--- src/rtl/prs_share_ctrl_pkg.sv ---
// rtl/prs_share_ctrl_pkg.sv - shared encodings and constants for the PRS share controller
package prs_share_ctrl_pkg;

    localparam int PRS_WIDTH = 8;
    localparam int TAP_LO    = 2;
    localparam int TAP_HI    = 3;

    // All-ones in the low nibble is the XNOR feedback lock-up state
    localparam logic [3:0] LOCK_MASK = 4'hF;

    typedef enum logic [1:0] {
        ST_IDLE  = 2'd0,
        ST_STEP  = 2'd1,
        ST_GRANT = 2'd2
    } prs_state_e;

endpackage

--- src/rtl/prs_lfsr_core.sv ---
// rtl/prs_lfsr_core.sv - XNOR-feedback shift register with load and step controls
module prs_lfsr_core
    import prs_share_ctrl_pkg::*;
#(
    parameter int               WIDTH    = PRS_WIDTH,
    parameter logic [WIDTH-1:0] SEED_RST = '0
) (
    input  logic             CLK,
    input  logic             RST,
    input  logic             LOAD,
    input  logic [WIDTH-1:0] LOAD_VAL,
    input  logic             STEP,
    output logic [WIDTH-1:0] Q
);

    always_ff @(posedge CLK) begin
        if (RST) begin
            Q <= SEED_RST;
        end else if (LOAD) begin
            Q <= LOAD_VAL;
        end else if (STEP) begin
            Q <= {Q[WIDTH-2:0], ~(Q[TAP_LO] ^ Q[TAP_HI])};
        end
    end

endmodule

--- src/rtl/prs_share_ctrl.sv ---
// rtl/prs_share_ctrl.sv - round-robin sharing of one PRS generator between two requesters
module prs_share_ctrl
    import prs_share_ctrl_pkg::*;
#(
    parameter int               WIDTH    = PRS_WIDTH,
    parameter int               STEPS    = 8,
    parameter logic [WIDTH-1:0] SEED_RST = '0
) (
    input  logic             CLK,
    input  logic             RST,
    input  logic             SEED_LOAD,
    input  logic [WIDTH-1:0] SEED,
    input  logic [1:0]       REQ,
    output logic [1:0]       GNT,
    output logic [WIDTH-1:0] DATA,
    output logic             VALID,
    output logic             BUSY
);

    prs_state_e       state, state_nxt;
    logic [3:0]       cnt, cnt_nxt;
    logic             rr;
    logic             owner, owner_nxt;
    logic [WIDTH-1:0] g;
    logic [WIDTH-1:0] g_next;
    logic [WIDTH-1:0] load_val;

    assign load_val = (SEED[3:0] == LOCK_MASK) ? {SEED[WIDTH-1:1], 1'b0} : SEED;

    // Value g takes on the final step edge; DATA is registered from it so the
    // word appears in the same cycle as GNT.
    assign g_next = {g[WIDTH-2:0], ~(g[TAP_LO] ^ g[TAP_HI])};

    prs_lfsr_core #(
        .WIDTH    (WIDTH),
        .SEED_RST (SEED_RST)
    ) u_lfsr (
        .CLK      (CLK),
        .RST      (RST),
        .LOAD     (SEED_LOAD),
        .LOAD_VAL (load_val),
        .STEP     (state == ST_STEP),
        .Q        (g)
    );

    always_comb begin
        state_nxt = state;
        cnt_nxt   = cnt;
        owner_nxt = owner;
        case (state)
            ST_IDLE: begin
                if (REQ != 2'b00) begin
                    owner_nxt = REQ[rr] ? rr : ~rr;
                    cnt_nxt   = '0;
                    state_nxt = ST_STEP;
                end
            end
            ST_STEP: begin
                cnt_nxt = cnt + 4'd1;
                if (cnt == 4'(STEPS - 1)) begin
                    state_nxt = ST_GRANT;
                end
            end
            ST_GRANT: state_nxt = ST_IDLE;
            default:  state_nxt = ST_IDLE;
        endcase
        // A seed load discards whatever word was in flight
        if (SEED_LOAD) begin
            state_nxt = ST_IDLE;
            cnt_nxt   = '0;
        end
    end

    always_ff @(posedge CLK) begin
        if (RST) begin
            state <= ST_IDLE;
            cnt   <= '0;
            rr    <= 1'b0;
            owner <= 1'b0;
            GNT   <= 2'b00;
            VALID <= 1'b0;
            DATA  <= '0;
            BUSY  <= 1'b0;
        end else begin
            state <= state_nxt;
            cnt   <= cnt_nxt;
            owner <= owner_nxt;
            BUSY  <= (state_nxt != ST_IDLE);
            VALID <= (state_nxt == ST_GRANT);
            GNT   <= (state_nxt == ST_GRANT) ? (2'b01 << owner) : 2'b00;
            if (state_nxt == ST_GRANT) begin
                DATA <= g_next;
            end
            if (state == ST_GRANT) begin
                rr <= ~owner;
            end
        end
    end

endmodule

--- config.mk ---
export PLATFORM = sky130hd
export DESIGN_NAME = prs_share_ctrl
export DESIGN_NICKNAME = d
export VERILOG_FILES = /design/src/rtl/prs_share_ctrl_pkg.sv /design/src/rtl/prs_lfsr_core.sv /design/src/rtl/prs_share_ctrl.sv
export SDC_FILE = /design/constraint.sdc
export NUM_CORES = 1
export LEC_CHECK = 0
export BUFFER_PORTS_ARGS = -buffer_cell sky130_fd_sc_hd__clkbuf_2
export CAP_MARGIN = 20
export CORE_UTILIZATION = 46
export DETAILED_ROUTE_END_ITERATION = 12
export PLACE_DENSITY = 0.72
export SYNTH_ARGS = -nofsm -noshare
export SYNTH_HDL_FRONTEND = slang
export SYNTH_SLANG_ARGS = --single-unit
--- constraint.sdc ---
create_clock -name CLK -period 1.3 [get_ports CLK]
set_clock_uncertainty 0.05 [all_clocks]
set_input_delay 0.065 -clock CLK [delete_from_list [all_inputs] [get_ports CLK]]
set_output_delay 0.065 -clock CLK [all_outputs]
set_load 0.005 [all_outputs]
==> report_table.html <==
<table>
<tr><th>Metric</th><th>Value</th></tr>
<tr><th colspan="2">Outcome</th></tr>
<tr><td>Outcome</td><td>finished, final reports clean</td></tr>
<tr><th colspan="2">GRT</th></tr>
<tr><td>Global-route wire length before repair</td><td>4070 microns</td></tr>
<tr><td>Via count of the first global-routing pass</td><td>939</td></tr>
<tr><td>Largest net degree at the start of global routing</td><td>18</td></tr>
<tr><td>GRT Total Usage</td><td>0.205</td></tr>
<tr><td>Initial antenna violation count</td><td>0</td></tr>
<tr><td>Total global routing overflow</td><td>0</td></tr>
<tr><th colspan="2">Pwr</th></tr>
<tr><td>Sw Ratio</td><td>0.245</td></tr>
<tr><td>Power per cell area</td><td>950 mW/mm^2</td></tr>
<tr><td>Fraction of power consumed by the clock network</td><td>0.250</td></tr>
<tr><td>Worst VDD drop</td><td>0.531 mV</td></tr>
<tr><td>NetSw</td><td>0.342 mW</td></tr>
<tr><td>Logic pwr share</td><td>0.125</td></tr>
<tr><td>Internal Pwr Total</td><td>1.05 mW</td></tr>
<tr><td>Register share of total power</td><td>0.625</td></tr>
<tr><td>Static Leak</td><td>0.579 nW</td></tr>
<tr><th colspan="2">Cells and area</th></tr>
<tr><td>Multi-input logic area</td><td>553 sq um</td></tr>
<tr><td>Total non-filler cell area in the finished layout</td><td>0.00147 sq mm</td></tr>
<tr><td>Area Growth Syn to Fin</td><td>31.6%</td></tr>
<tr><td>Filler Cells Inserted</td><td>204</td></tr>
<tr><td>Number of antenna diodes</td><td>0</td></tr>
<tr><td>Share of cells above drive strength 1</td><td>0.320</td></tr>
<tr><td>Filler-free cell count of the finished design</td><td>197</td></tr>
<tr><td>Most frequent cells in the layout</td><td>23 x sky130_fd_sc_hd__dfxtp_1, 23 x sky130_fd_sc_hd__clkbuf_2, 16 x sky130_fd_sc_hd__nand2_1, 14 x sky130_fd_sc_hd__a21oi_1, 12 x sky130_fd_sc_hd__nand3_1</td></tr>
<tr><td>Number of nets at the end of the flow</td><td>184</td></tr>
<tr><td>Sequential cell area</td><td>546 sq um</td></tr>
<tr><th colspan="2">Route</th></tr>
<tr><td>Iter 0 DRT Violations</td><td>27</td></tr>
<tr><td>Post-Route WL</td><td>2610 microns</td></tr>
<tr><td>Via density per instance</td><td>5.41</td></tr>
<tr><td>Antenna viol nets, final</td><td>0</td></tr>
<tr><td>Remaining DRCs</td><td>0</td></tr>
<tr><td>Total number of vias</td><td>1,066</td></tr>
<tr><td>Number of search-and-repair iterations in the first detailed-routing pass</td><td>4</td></tr>
<tr><td>Average routed wire per standard cell</td><td>13.2 microns</td></tr>
<tr><th colspan="2">Synth</th></tr>
<tr><td>Number of nets in the synthesized netlist</td><td>146</td></tr>
<tr><td>Register bit count reported by yosys</td><td>27</td></tr>
<tr><td>Count of yosys warnings during synthesis</td><td>0</td></tr>
<tr><td>Post-synthesis instance total</td><td>132</td></tr>
<tr><td>Post-synth cell types</td><td>30</td></tr>
<tr><td>Post-synthesis instance area</td><td>0.00112 sq mm</td></tr>
<tr><td>Main area contributors after synthesis</td><td>sky130_fd_sc_hd__dfxtp_1 48%, sky130_fd_sc_hd__a21oi_1 6.3%, sky130_fd_sc_hd__a311oi_1 5.5%</td></tr>
<tr><td>Cell type with the highest aggregate area in the netlist</td><td>sky130_fd_sc_hd__dfxtp_1</td></tr>
<tr><td>Post-Syn Area per Cell</td><td>8.46 sq um</td></tr>
<tr><td>Sequential-to-total area share from yosys stat</td><td>0.484</td></tr>
<tr><td>Area share of the largest cell type after synthesis</td><td>0.484</td></tr>
<tr><th colspan="2">STA</th></tr>
<tr><td>Tcrit/Tclk final</td><td>0.950</td></tr>
<tr><td>Slew margin rel.</td><td>0.728</td></tr>
<tr><td>Final max-slew violation count</td><td>0</td></tr>
<tr><td>Final hold slack</td><td>20.5 ps</td></tr>
<tr><td>RSZ-0062 raised after global routing</td><td>yes</td></tr>
<tr><td>Clock period minus worst slack</td><td>1240 ps</td></tr>
<tr><td>Number of endpoints with negative hold slack in the final report</td><td>0</td></tr>
<tr><td>Final setup vio count</td><td>0</td></tr>
<tr><td>Maximum achievable frequency</td><td>0.809 GHz</td></tr>
<tr><td>Worst-margin pin slew</td><td>408 ps</td></tr>
<tr><th colspan="2">Critical path</th></tr>
<tr><td>Crit. End Element</td><td>flip-flop</td></tr>
<tr><td>Peak per-stage delay on the critical path</td><td>360 ps</td></tr>
<tr><td>Cells along the critical path</td><td>buf_4 &gt; nand2b_4 &gt; buf_2 &gt; nand2_1 &gt; a311oi_1</td></tr>
<tr><td>Critical Path Start Type</td><td>flip-flop</td></tr>
<tr><td>Max Fanout on Critical Path</td><td>5</td></tr>
<tr><td>Signal arrival time at the worst endpoint</td><td>1420 ps</td></tr>
<tr><td>Setup Crit Path Kind</td><td>reg -&gt; reg</td></tr>
<tr><td>Critical path data required time</td><td>1480 ps</td></tr>
<tr><td>Critical Path Slowest Stage Cell</td><td>sky130_fd_sc_hd__dfxtp_2</td></tr>
<tr><th colspan="2">CTS</th></tr>
<tr><td>Clock latency on the worst-skew pair</td><td>320 ps</td></tr>
<tr><td>Number of H-tree levels</td><td>1</td></tr>
<tr><td>TritonCTS clock tree</td><td>yes</td></tr>
<tr><td>Number of buffers on the longest clock path</td><td>2</td></tr>
<tr><td>Buffer cell driving the clock tree root</td><td>sky130_fd_sc_hd__clkbuf_4</td></tr>
<tr><td>Clk slew on worst S/H paths</td><td>140 ps</td></tr>
<tr><td>Number of clock buffers inserted by TritonCTS</td><td>3</td></tr>
<tr><td>Clk sink count</td><td>27</td></tr>
<tr><th colspan="2">Die</th></tr>
<tr><td># rows</td><td>17</td></tr>
<tr><td>Chip Height</td><td>51.3 microns</td></tr>
<tr><td>Initial cell density of the core</td><td>0.495</td></tr>
<tr><td>Total core area</td><td>0.00225 sq mm</td></tr>
<tr><td># IOs</td><td>25</td></tr>
<tr><td>Die area</td><td>0.00263 sq mm</td></tr>
<tr><td>Width of the die</td><td>51.3 microns</td></tr>
<tr><th colspan="2">Place</th></tr>
<tr><td>Number of buffers added on ports</td><td>23</td></tr>
<tr><td>Placement-stage cell area</td><td>0.00130 sq mm</td></tr>
<tr><td>Final weighted congestion in routability-driven placement</td><td>0.714</td></tr>
<tr><td>Count of placed standard cells including taps</td><td>184</td></tr>
<tr><td>DPL Wire Length</td><td>1800 microns</td></tr>
<tr><th colspan="2">Run</th></tr>
<tr><td>Max Cap Viol</td><td>0</td></tr>
<tr><th colspan="2">Min path</th></tr>
<tr><td>Worst min path class</td><td>in -&gt; reg</td></tr>
</table>
==> routing by layer <==
layer	global-route usage	vias up	wire length [microns]
met5	0	-	0
met4	0.0676	0	15
met3	0.0268	2	106
met2	0.346	31	1230
met1	0.270	491	1260
li1	-	542	-
==> power by group through the flow <==
| stage | Sequential [mW] | Combinational, mW | Clock (mW) |
|---|---|---|---|
| global placement | 0.887 | 0.131 | 0 |
| CTS | 0.871 | 0.154 | 0.363 |
| global route | 0.875 | 0.190 | 0.390 |
| floorplan | 0.884 | 0.0808 | 0 |
| detailed placement | 0.889 | 0.135 | 0 |
| finish | 0.872 | 0.175 | 0.349 |
==> final timing paths <==
| check | startpoint | to | slack [ps] | cells past startpoint |
|---|---|---|---|---|
| worst max-delay path | state[0]$_SDFF_PP0_ | u_lfsr.Q[1]$_SDFFE_PP0P_ | 60 | 5 |
| worst max register to register | state[0]$_SDFF_PP0_ | u_lfsr.Q[1]$_SDFFE_PP0P_ | 60 | 5 |
| worst min-delay path | SEED[0] | u_lfsr.Q[0]$_SDFFE_PP0P_ | 20 | 3 |
| worst min register to register | owner$_SDFFE_PP0P_ | GNT[0]$_SDFF_PP0_ | 410 | 1 |
==> logic make-up (layout without fill, tap and decap cells) <==
kind of cell / count (synthesis) / after routing / synth area share
xor gates and xnor gates: 1 / 1 / 0.00785
buffers and inverters: 12 / 49 / 0.0516
AOI/OAI and AO/OA: 38 / 38 / 0.206
and+or+nand+nor: 53 / 53 / 0.239
adders and majority gates: 1 / 1 / 0.0112
DFF: 27 / 27 / 0.484
==> critical path, delay by kind of cell, from the launching register on <==
family / cells / cell delay (ps)
and+or+nand+nor: 2 / 150
AOI/OAI and AO/OA: 1 / 250
DFF: 1 / 360
buffers and inverters: 2 / 330
==> flip-flops by register name, indices dropped and copies added, names as in the netlist <==
name and count:
cnt 4, rr 1, u_lfsr.Q 7, owner 1, GNT 2, DATA 8
VALID 1, state 2, BUSY 1
==> area by class of cell <==
cell class / instances / area share
Clock buffer: 3 / 0.0153
Timing Repair Buffer: 43 / 0.204
Inverter: 2 / 0.00511
Sequential cell: 27 / 0.371
Multi-Input combinational cell: 93 / 0.376
Clock inverter: 1 / 0.00341
Tap cell: 28 / 0.0239
==> cell usage after synthesis <==
master,count
sky130_fd_sc_hd__dfxtp_1,27
sky130_fd_sc_hd__nor4_1,1
sky130_fd_sc_hd__nand2b_1,2
sky130_fd_sc_hd__or3b_1,1
sky130_fd_sc_hd__a21oi_1,14
sky130_fd_sc_hd__nor2_1,9
sky130_fd_sc_hd__ha_1,1
sky130_fd_sc_hd__or3_1,2
sky130_fd_sc_hd__nor3_2,1
sky130_fd_sc_hd__nand3b_1,1
sky130_fd_sc_hd__a31oi_1,1
sky130_fd_sc_hd__a311oi_1,7
sky130_fd_sc_hd__nand2_1,16
sky130_fd_sc_hd__or2_1,1
sky130_fd_sc_hd__nand3_1,12
sky130_fd_sc_hd__a21bo_2,1
sky130_fd_sc_hd__and2_1,1
sky130_fd_sc_hd__nor2b_1,1
sky130_fd_sc_hd__nor3b_2,1
sky130_fd_sc_hd__a211oi_1,2
sky130_fd_sc_hd__and3b_1,1
sky130_fd_sc_hd__xnor2_1,1
sky130_fd_sc_hd__clkbuf_1,4
sky130_fd_sc_hd__buf_2,4
sky130_fd_sc_hd__o21ai_1,8
sky130_fd_sc_hd__o21a_1,1
sky130_fd_sc_hd__buf_4,2
sky130_fd_sc_hd__o21ai_0,4
sky130_fd_sc_hd__nor3_1,3
sky130_fd_sc_hd__inv_1,2
==> timing repair <==
item                                   CTS  global route
setup buffers                            0             1
gates resized for setup                  2            12
gates cloned                             0             1
endpoints found under the hold margin    7             0
setup endpoints to repair                4            19
hold buffers                             7             0
pin swaps                                0             0
==> per-stage QoR <==
| stage | TNS (ps) | power, mW | util | worst slack, ps |
|---|---|---|---|---|
| floorplan | 0 | 0.965 | - | 9.04 |
| global placement | 0 | 1.02 | 0.576 | 40.9 |
| detailed placement | -73.9 | 1.02 | 0.576 | -51.3 |
| CTS | 0 | 1.39 | 0.622 | 2.20 |
| global route | -23.6 | 1.46 | 0.651 | -9.06 |
| finish | 0 | 1.40 | 0.651 | 64.5 |
Power figures use the tool's default switching activity.
